<file path="src/rtl/cnn_pkg.sv">
// Shared CNN accelerator constants: phase codes and the default
// weight-bank geometry.
package cnn_pkg;

  typedef enum logic [4:0] {
    ST_INIT          = 5'd0,
    ST_CONV_WEIGHT_1 = 5'd1,
    ST_CONV_WEIGHT_2 = 5'd2,
    ST_CONV_WEIGHT_3 = 5'd3,
    ST_INPUT         = 5'd6,
    ST_CONV_LAYER1   = 5'd8,
    ST_CONV_LAYER2   = 5'd9,
    ST_CONV_LAYER3   = 5'd10
  } cnn_state_e;

  localparam int unsigned DEF_DATA_W   = 16;
  localparam int unsigned DEF_N_BANK1  = 6;
  localparam int unsigned DEF_N_BANK2  = 16;
  localparam int unsigned DEF_N_BANK3  = 32;
  localparam int unsigned DEF_W_DEPTH  = 3;
  localparam int unsigned DEF_IN_DEPTH = 18;

  function automatic logic is_load_state(input cnn_state_e s);
    return (s == ST_CONV_WEIGHT_1) || (s == ST_CONV_WEIGHT_2) ||
           (s == ST_CONV_WEIGHT_3) || (s == ST_INPUT);
  endfunction

endpackage

</file>
<file path="src/rtl/cnn_load_sequencer_if.sv">
// Valid/ready word stream feeding the load sequencer.
interface cnn_load_sequencer_if #(
  parameter int unsigned DATA_W = 16
) ();

  logic              in_valid;
  logic [DATA_W-1:0] in_data;
  logic              in_ready;

  modport master (output in_valid, output in_data, input  in_ready);
  modport slave  (input  in_valid, input  in_data, output in_ready);

endinterface

</file>
<file path="src/rtl/cnn_load_sequencer_bank_addr_counter.sv">
// Address-within-bank / bank-index counter pair used while loading
// weight banks and the input memory.
module bank_addr_counter (
  input  logic        clk,
  input  logic        rst_n,
  input  logic        clr,
  input  logic        inc,
  input  logic [15:0] depth,
  input  logic [7:0]  n_bank,
  output logic [15:0] addr,
  output logic [7:0]  bank,
  output logic        last
);

  logic addr_wrap;

  assign addr_wrap = (addr == depth - 16'd1);
  assign last      = addr_wrap && (bank == n_bank - 8'd1);

  always_ff @(posedge clk or negedge rst_n) begin
    if (!rst_n) begin
      addr <= '0;
      bank <= '0;
    end else if (clr) begin
      addr <= '0;
      bank <= '0;
    end else if (inc) begin
      if (last) begin
        addr <= '0;
        bank <= '0;
      end else if (addr_wrap) begin
        addr <= '0;
        bank <= bank + 8'd1;
      end else begin
        addr <= addr + 16'd1;
      end
    end
  end

endmodule

</file>
<file path="src/rtl/cnn_load_sequencer.sv">
// Phase controller: streams weights and the input image into their
// memories, then steps through the three conv layers.
module cnn_load_sequencer
  import cnn_pkg::*;
#(
  parameter int unsigned DATA_W   = DEF_DATA_W,
  parameter int unsigned N_BANK1  = DEF_N_BANK1,
  parameter int unsigned N_BANK2  = DEF_N_BANK2,
  parameter int unsigned N_BANK3  = DEF_N_BANK3,
  parameter int unsigned W_DEPTH  = DEF_W_DEPTH,
  parameter int unsigned IN_DEPTH = DEF_IN_DEPTH
) (
  input  logic                 clk,
  input  logic                 rst_n,
  input  logic                 start,
  input  logic                 abort,
  cnn_load_sequencer_if.slave  in_if,
  input  logic                 layer_done,
  output logic [4:0]           state,
  output logic [15:0]          mem_addr,
  output logic [DATA_W-1:0]    mem_din,
  output logic [N_BANK1-1:0]   w1_we,
  output logic [N_BANK2-1:0]   w2_we,
  output logic [N_BANK3-1:0]   w3_we,
  output logic                 i_we,
  output logic                 busy,
  output logic                 done
);

  cnn_state_e  state_q, state_d;
  logic        busy_q, done_q, done_d;
  logic        load, xfer, cnt_clr, last;
  logic [15:0] addr, depth;
  logic [7:0]  bank, n_bank;

  assign load           = is_load_state(state_q);
  // Abort wins over an in-flight word: it is neither accepted nor written.
  assign in_if.in_ready = load && !abort;
  assign xfer           = in_if.in_valid && in_if.in_ready;
  assign cnt_clr        = abort || !load || (xfer && last);

  assign state    = state_q;
  assign busy     = busy_q;
  assign done     = done_q;
  assign mem_din  = in_if.in_data;
  assign mem_addr = load ? addr : '0;

  always_comb begin
    depth  = 16'(W_DEPTH);
    n_bank = 8'd1;
    case (state_q)
      ST_CONV_WEIGHT_1: n_bank = 8'(N_BANK1);
      ST_CONV_WEIGHT_2: n_bank = 8'(N_BANK2);
      ST_CONV_WEIGHT_3: n_bank = 8'(N_BANK3);
      ST_INPUT:         depth  = 16'(IN_DEPTH);
      default: ;
    endcase
  end

  bank_addr_counter u_cnt (
    .clk    (clk),
    .rst_n  (rst_n),
    .clr    (cnt_clr),
    .inc    (xfer),
    .depth  (depth),
    .n_bank (n_bank),
    .addr   (addr),
    .bank   (bank),
    .last   (last)
  );

  always_comb begin
    w1_we = '0;
    w2_we = '0;
    w3_we = '0;
    i_we  = xfer && (state_q == ST_INPUT);
    for (int unsigned i = 0; i < N_BANK1; i++)
      w1_we[i] = xfer && (state_q == ST_CONV_WEIGHT_1) && (bank == 8'(i));
    for (int unsigned i = 0; i < N_BANK2; i++)
      w2_we[i] = xfer && (state_q == ST_CONV_WEIGHT_2) && (bank == 8'(i));
    for (int unsigned i = 0; i < N_BANK3; i++)
      w3_we[i] = xfer && (state_q == ST_CONV_WEIGHT_3) && (bank == 8'(i));
  end

  always_comb begin
    state_d = state_q;
    done_d  = 1'b0;
    if (abort) begin
      state_d = ST_INIT;
    end else begin
      case (state_q)
        ST_INIT:          if (start)        state_d = ST_CONV_WEIGHT_1;
        ST_CONV_WEIGHT_1: if (xfer && last) state_d = ST_CONV_WEIGHT_2;
        ST_CONV_WEIGHT_2: if (xfer && last) state_d = ST_CONV_WEIGHT_3;
        ST_CONV_WEIGHT_3: if (xfer && last) state_d = ST_INPUT;
        ST_INPUT:         if (xfer && last) state_d = ST_CONV_LAYER1;
        ST_CONV_LAYER1:   if (layer_done)   state_d = ST_CONV_LAYER2;
        ST_CONV_LAYER2:   if (layer_done)   state_d = ST_CONV_LAYER3;
        ST_CONV_LAYER3: begin
          if (layer_done) begin
            state_d = ST_INIT;
            done_d  = 1'b1;
          end
        end
        default:                            state_d = ST_INIT;
      endcase
    end
  end

  always_ff @(posedge clk or negedge rst_n) begin
    if (!rst_n) begin
      state_q <= ST_INIT;
      busy_q  <= 1'b0;
      done_q  <= 1'b0;
    end else begin
      state_q <= state_d;
      busy_q  <= (state_d != ST_INIT);
      done_q  <= done_d;
    end
  end

endmodule

</file>
<file path="src/flat_wrapper.sv">
// flat-port wrapper written by rule: the top's interface ports become plain ports
module cnn_load_sequencer_flat import cnn_pkg::*;
#(
  parameter int unsigned DATA_W   = DEF_DATA_W,
  parameter int unsigned N_BANK1  = DEF_N_BANK1,
  parameter int unsigned N_BANK2  = DEF_N_BANK2,
  parameter int unsigned N_BANK3  = DEF_N_BANK3,
  parameter int unsigned W_DEPTH  = DEF_W_DEPTH,
  parameter int unsigned IN_DEPTH = DEF_IN_DEPTH
)
  (clk, rst_n, start, abort, layer_done, state, mem_addr, mem_din, w1_we, w2_we, w3_we, i_we, busy, done, in_if_in_valid, in_if_in_data, in_if_in_ready);
  cnn_load_sequencer_if #(.DATA_W(DATA_W)) in_if_i ();
  input  logic clk;
  input  logic rst_n;
  input  logic start;
  input  logic abort;
  input  logic layer_done;
  output logic [4:0] state;
  output logic [15:0] mem_addr;
  output logic [DATA_W-1:0] mem_din;
  output logic [N_BANK1-1:0] w1_we;
  output logic [N_BANK2-1:0] w2_we;
  output logic [N_BANK3-1:0] w3_we;
  output logic i_we;
  output logic busy;
  output logic done;
  input wire logic [$bits(in_if_i.in_valid)-1:0] in_if_in_valid;
  input wire logic [$bits(in_if_i.in_data)-1:0] in_if_in_data;
  output wire logic [$bits(in_if_i.in_ready)-1:0] in_if_in_ready;
  assign in_if_i.in_valid = in_if_in_valid;
  assign in_if_i.in_data = in_if_in_data;
  assign in_if_in_ready = in_if_i.in_ready;
  cnn_load_sequencer #(.DATA_W(DATA_W), .N_BANK1(N_BANK1), .N_BANK2(N_BANK2), .N_BANK3(N_BANK3), .W_DEPTH(W_DEPTH), .IN_DEPTH(IN_DEPTH)) u_core (.clk(clk), .rst_n(rst_n), .start(start), .abort(abort), .in_if(in_if_i), .layer_done(layer_done), .state(state), .mem_addr(mem_addr), .mem_din(mem_din), .w1_we(w1_we), .w2_we(w2_we), .w3_we(w3_we), .i_we(i_we), .busy(busy), .done(done));
endmodule
</file>
<file path="config.mk">
export PLATFORM = sky130hd
export DESIGN_NAME = cnn_load_sequencer_flat
export DESIGN_NICKNAME = d
export VERILOG_FILES = /design/src/rtl/cnn_pkg.sv /design/src/rtl/cnn_load_sequencer_if.sv /design/src/rtl/cnn_load_sequencer_bank_addr_counter.sv /design/src/rtl/cnn_load_sequencer.sv /design/src/flat_wrapper.sv
export SDC_FILE = /design/constraint.sdc
export NUM_CORES = 1
export LEC_CHECK = 0
export CAP_MARGIN = 20
export CORE_ASPECT_RATIO = 0.7
export CORE_MARGIN = 2
export CORE_UTILIZATION = 42
export CTS_CLUSTER_SIZE = 10
export DETAILED_ROUTE_END_ITERATION = 10
export PLACE_DENSITY = 0.84
export SLEW_MARGIN = 5
export SYNTH_ARGS = -nofsm -noshare
export SYNTH_HDL_FRONTEND = slang
export SYNTH_SLANG_ARGS = --single-unit
export TNS_END_PERCENT = 50
</file>
<file path="constraint.sdc">
create_clock -name clk -period 3.2 [get_ports clk]
set_clock_uncertainty 0.2 [all_clocks]
set_input_delay 0.64 -clock clk [delete_from_list [all_inputs] [get_ports clk]]
set_output_delay 0.64 -clock clk [all_outputs]
set_load 0.005 [all_outputs]
</file>
==> impl_metrics.json <==
{
  "cts_buffers": 5,
  "syn_area_sq_um": 2550,
  "hold_slack_ns": 0.394,
  "io_pins": 117,
  "fp.dieW_um": 97.2,
  "fin_crit_sh_pct": 98.1,
  "yosysMostFrequentCell": "nor2_1",
  "cts.sinks": 31,
  "grt.total_usage_pct": 21.0,
  "worstPathArrival_ns": 2.30,
  "place_congestion": 0.921,
  "setup_slack_ns": 0.0592,
  "grt_pass1_vias": 2373,
  "ant_nets": 0,
  "clockRootBuffer": "clkbuf_8",
  "synth-edff-count": 0,
  "synthArstFlopShare_pct": 100,
  "required_ns": 2.36,
  "yosys.cell_types.count": 55,
  "yosysWarnings": 0,
  "syn2layout_area_growth_pct": 40.0,
  "rsz0062_at_grt": "no",
  "avgRoutedWirePerCell_um": 14.9,
  "fin_cells": 487,
  "finalPower_mw": 0.750,
  "port_buffers": 84,
  "drive_above_1_share_pct": 11.7,
  "min_path_type": "reg -> reg",
  "htree_levels": 2,
  "core_sq_um": 5780,
  "grt_max_degree": 32,
  "worstMarginPinSlew_ns": 0.548,
  "avgSynthCellArea_sq_um": 7.76,
  "yosysTopAreaCell": "dfrtp_1",
  "reg2reg_depth": 6,
  "die_y_um": 69.2,
  "vias_per_cell": 5.44,
  "num_antenna_cells": 0,
  "ir_drop_mv": 0.156,
  "maxCapViolCount": 0,
  "tritoncts": "done",
  "cts_hold_buf": 0,
  "dp.cells": 479,
  "drc": 0,
  "synth-seq-cells": 31,
  "relSlewSlack_pct": 63.3,
  "synth.top_cells.by_count": "72 x nor2_1, 38 x nand2_1, 31 x dfrtp_1, 21 x and2_1, 16 x buf_4",
  "grt.met3_usage_pct": 5.54,
  "maxSlewViolCount": 0,
  "fmax_mhz": 318,
  "wirelength_mm": 7.28,
  "dr.pass1.iters": 5,
  "busiest_layer": "met2",
  "place_area_sq_um": 3430,
  "ys.flop_type": "dfrtp_1",
  "ys_seq_area_share_pct": 30.4,
  "rows": 23,
  "antenna_found_initial": 0,
  "status": "finished, final reports clean",
  "clkTransAtPathRegs_ns": 0.06,
  "initial_core_util_pct": 44.1,
  "drtIter0Drc": 232,
  "insertion_delay_ns": 0.28,
  "syn-num-nets": 356,
  "hold_depth": 2,
  "cts_buffer_depth": 2,
  "fillers": 494,
  "grt_pass1_wl_mm": 11.7,
  "fin_crit_ns": 3.14,
  "met1_usage_pct": 30.4,
  "cp-start-kind": "register",
  "vias": 2647,
  "use_met2_pct": 31.9,
  "nets": 438,
  "yosysTopAreaCellShare_pct": 30.4,
  "overflow": 0,
  "cp_max_fo": 10,
  "power_density_nw_per_um2": 210,
  "design_area_sq_um": 3570,
  "synth_area_leaders": "dfrtp_1 30%, nor2_1 11%, nand2_1 5.6%, and2_1 5.1%, buf_4 4.7%",
  "dpl_worst_slack_ns": -0.363,
  "hold_violations": 0,
  "p_leak_nw": 1.29,
  "place_hpwl_mm": 5.56,
  "dieArea_sq_um": 6730,
  "finalSetupViolations": 0,
  "worstSetupPathType": "reg -> out",
  "end_kind": "output pin",
  "synth_cells": 329
}
## state kept, by name, summed over array words and instances (netlist names)
| name | cells |
|---|---|
| u_core.u_cnt.bank | 8 |
| u_core.busy | 1 |
| u_core.state | 5 |
| u_core.u_cnt.addr | 16 |
| u_core.done | 1 |
## kinds of logic after synthesis
group | count (synthesis) | synth area share [%]
other cells | 1 | 0.147
buf+inv | 36 | 9.07
fa+ha+maj | 5 | 2.45
mux | 3 | 1.18
compound gates | 45 | 13.5
flops | 31 | 30.4
xor+xnor | 14 | 4.80
simple gates | 194 | 38.4
## stage by stage
step	setup TNS [ns]	utilization (%)
2_1_floorplan	0	-
3_3_place_gp	-5.62	59.3
6_report	0	61.8
4_1_cts	0	61.6
5_1_grt	0	61.8
3_5_place_dp	-7.24	59.3
## where the power goes
part | switching, mW | internal (mW) | leakage (nW)
logic | 0.0332 | 0.0247 | 0.815
registers | 0.00328 | 0.394 | 0.430
clock network | 0.142 | 0.152 | 0.0422
## critical path, stage by stage, from the launching register on
cell and delay, ns:
dfrtp_1 0.47, nor4_2 0.43, buf_4 0.22, nand3_1 0.08, buf_4 0.17, nor2_1 0.12
clkdlybuf4s50_1 0.53
## routing by layer
layer	up-vias	wire, um
li1	1265	-
met1	1268	3480
met2	110	3210
met3	4	561
met4	0	21
met5	-	0
## path summary, 6_finish.rpt
path	from	end	slack (ns)
setup / recovery	u_core.u_cnt.bank[5]	w2_we[11]	0.06
max in group asynchronous	rst_n	u_core.done	1.96
hold reg to reg	u_core.u_cnt.addr[15]	u_core.u_cnt.addr[15]	0.39
min in group asynchronous	rst_n	u_core.u_cnt.addr[9]	0.54
setup reg to reg	u_core.state[1]	u_core.u_cnt.bank[0]	0.49
hold / removal	u_core.u_cnt.addr[15]	u_core.u_cnt.addr[15]	0.39
## repair_timing
action | in CTS | in global routing
endpoints found under the setup margin | 53 | 20
buffers inserted | 1 | 0
gates resized for setup | 15 | 3
pin swaps | 3 | 0
## layout by cell type (no fill, tap or decap), drive strengths merged, types with 9 or more instances in the layout
cell | synthesis | routed
o21ai | 12 | 12
xnor2 | 12 | 12
clkdlybuf4s50 | 0 | 78
a21oi | 9 | 9
nor2 | 73 | 73
buf | 23 | 20
nor3 | 9 | 9
and3 | 9 | 9
nand2 | 38 | 38
nand3 | 9 | 9
and2 | 22 | 22
dfrtp | 31 | 31
## layout make-up
cell class / instances / area, sq um / share of cell area [%]
Tap cell: 75 / 93.8 / 2.63
Clock inverter: 1 / 5.00 / 0.140
Inverter: 7 / 26.3 / 0.736
Sequential cell: 31 / 776 / 21.7
Clock buffer: 7 / 76.3 / 2.14
Timing Repair Buffer: 104 / 983 / 27.5
Multi-Input combinational cell: 262 / 1610 / 45.1
No activity file was read; power rests on OpenSTA's default activity.
==> RTL edit (config.mk and constraints unchanged) <==
Set the package constant `DEF_DATA_W` to 32 (it was 16).
--- a/src/rtl/cnn_pkg.sv
+++ b/src/rtl/cnn_pkg.sv
@@ -14,5 +14,5 @@
   } cnn_state_e;
 
-  localparam int unsigned DEF_DATA_W   = 16;
+  localparam int unsigned DEF_DATA_W   = 32;
   localparam int unsigned DEF_N_BANK1  = 6;
   localparam int unsigned DEF_N_BANK2  = 16;
Ports: changed (resized in_if_in_data and mem_din); port bits go from 117 to 149. No check against the original RTL was run, so the function may have changed too.
==> RTL edit against the unedited design <==
  * The flow now finishes with violations (negative setup slack)
  * Sequential power about the same
  * Setup slack got worse by 0.092 ns
  * Final area increased by 0.42%
  * Routed wire length is 13% higher
  * Power rose by 2.6%
  * Area after synthesis rose by 4.7%
  * Sequential cell count unchanged
  * Largest cell class unchanged
  * Largest power group unchanged
  * Highest routed layer unchanged
==> RTL edit: results (changes against the unedited design) <==
Max Fanout on Critical Path 12 (+2); first-pass detailed-route iteration total 4 (-1); Non-Filler Instances 491 (+0.82%); R2R Path Start u_core.state[4]; WL per Instance 16.8 µm (+12%); CP max stage cell nor3_1; Seq/Total Area, Yosys 29.0% (-1.4 points); Leakage 1.29 nW (+0.14%); VDD IR-drop max 131 µV (-16%); Final WS setup -0.0327 ns (-0.0919 ns); placed cells 480 (+0.21%); Arr. time, crit path 2.39 ns (+0.09 ns); failing checks negative setup slack; largest cells by area after synthesis dfrtp_1, nor2_1, buf_4; Power Internal 0.571 mW (about the same); R2R setup slack 0.43 ns (-0.06 ns); setup violators final 2 (+2); Gate Count Post-Synth 345 (+4.9%); hold slack 0.393 ns (-0.00127 ns); initial DRC count 200 (-14%); worst reg2reg endpoint u_core.u_cnt.bank[1]; commonest cells in the netlist nor2_1, nand2_1, buf_4; layout cells sized above 1 12.1% (+0.46 points); Slew HR 51.1% (-12 points); syn_nets 388 (+9.0%); first-pass GRT wire length 12.8 mm (+8.9%); number of global-route vias before repair 2594 (+9.3%); outcome finished with violations
==> RTL edit: routing by layer <==
metal	vias up	routed length, µm	part of all wire, %	GRT usage [%]
met5	-	0	0	0
li1	1268	-	-	-
met4	0	142	1.7	7.31
met1	1311	3430	42	28.7
met2	147	3870	47	35.2
met3	19	790	9.6	8.40
==> RTL edit: cells by family after synthesis <==
group	share of synthesized area, %
compound gates	12.9
xor+xnor	4.59
buf+inv	13.2
other cells	0.140
flops	29.0
fa+ha+maj	2.34
mux	1.12
simple gates	36.7
==> RTL edit: stage by stage <==
step / setup WS [ns] / instance area, µm² / power (mW) / TNS [ns] / utilization (%)
finish: -0.0327 / 3590 / 0.770 / -0.0500 / 58.0
global route: -0.0866 / 3590 / 0.795 / -0.387 / 58.0
CTS: 0.00142 / 3560 / 0.766 / 0 / 57.5
detailed placement: -0.321 / 3420 / 0.461 / -6.29 / 55.3
global placement: -0.265 / 3420 / 0.460 / -5.36 / 55.3
floorplan: 0.617 / 2670 / 0.462 / 0 / -
==> RTL edit: cell type report <==
| class | count | area (µm²) |
|---|---|---|
| Clock inverter | 2 | 12.5 |
| Clock buffer | 6 | 72.6 |
| Sequential cell | 31 | 777 |
| Tap cell | 78 | 97.6 |
| Inverter | 7 | 26.3 |
| Multi-Input combinational cell | 262 | 1600 |
| Timing Repair Buffer | 105 | 1000 |
| Fill cell | 536 | 2600 |
==> RTL edit: power groups by stage <==
stage	Clock, mW	Sequential [mW]	Combinational, mW
floorplan	0	0.405	0.0572
global placement	0	0.404	0.0553
detailed placement	0	0.405	0.0566
CTS	0.310	0.397	0.0593
global route	0.332	0.397	0.0655
finish	0.312	0.397	0.0605
==> RTL edit: how the worst max path moves through the flow <==
stage	from	end	slack [ns]	cells after the start
after global routing	u_core.u_cnt.bank[5]	w3_we[18]	-0.09	5
final	u_core.u_cnt.bank[5]	w3_we[20]	-0.03	5
after CTS	u_core.state[2]	w3_we[16]	0.001	7
after global placement	abort	w3_we[17]	-0.26	8
after detailed placement	in_if_in_valid	w3_we[17]	-0.32	8
after floorplan	u_core.state[3]	w3_we[16]	0.62	7
==> RTL edit: worst max-delay path, delay by kind of cell, from the launching register on <==
| kind | cells | cell delay, ns |
|---|---|---|
| buffers and inverters | 2 | 0.74 |
| flip-flops | 1 | 0.46 |
| AND/OR/NAND/NOR | 3 | 0.90 |
==> RTL edit: what timing repair did <==
| action | 4_1_cts | 5_1_grt |
|---|---|---|
| buffers inserted | 2 | 1 |
| endpoints found under the setup margin | 51 | 25 |
| gates resized for setup | 11 | 5 |
| pin swaps | 4 | 1 |
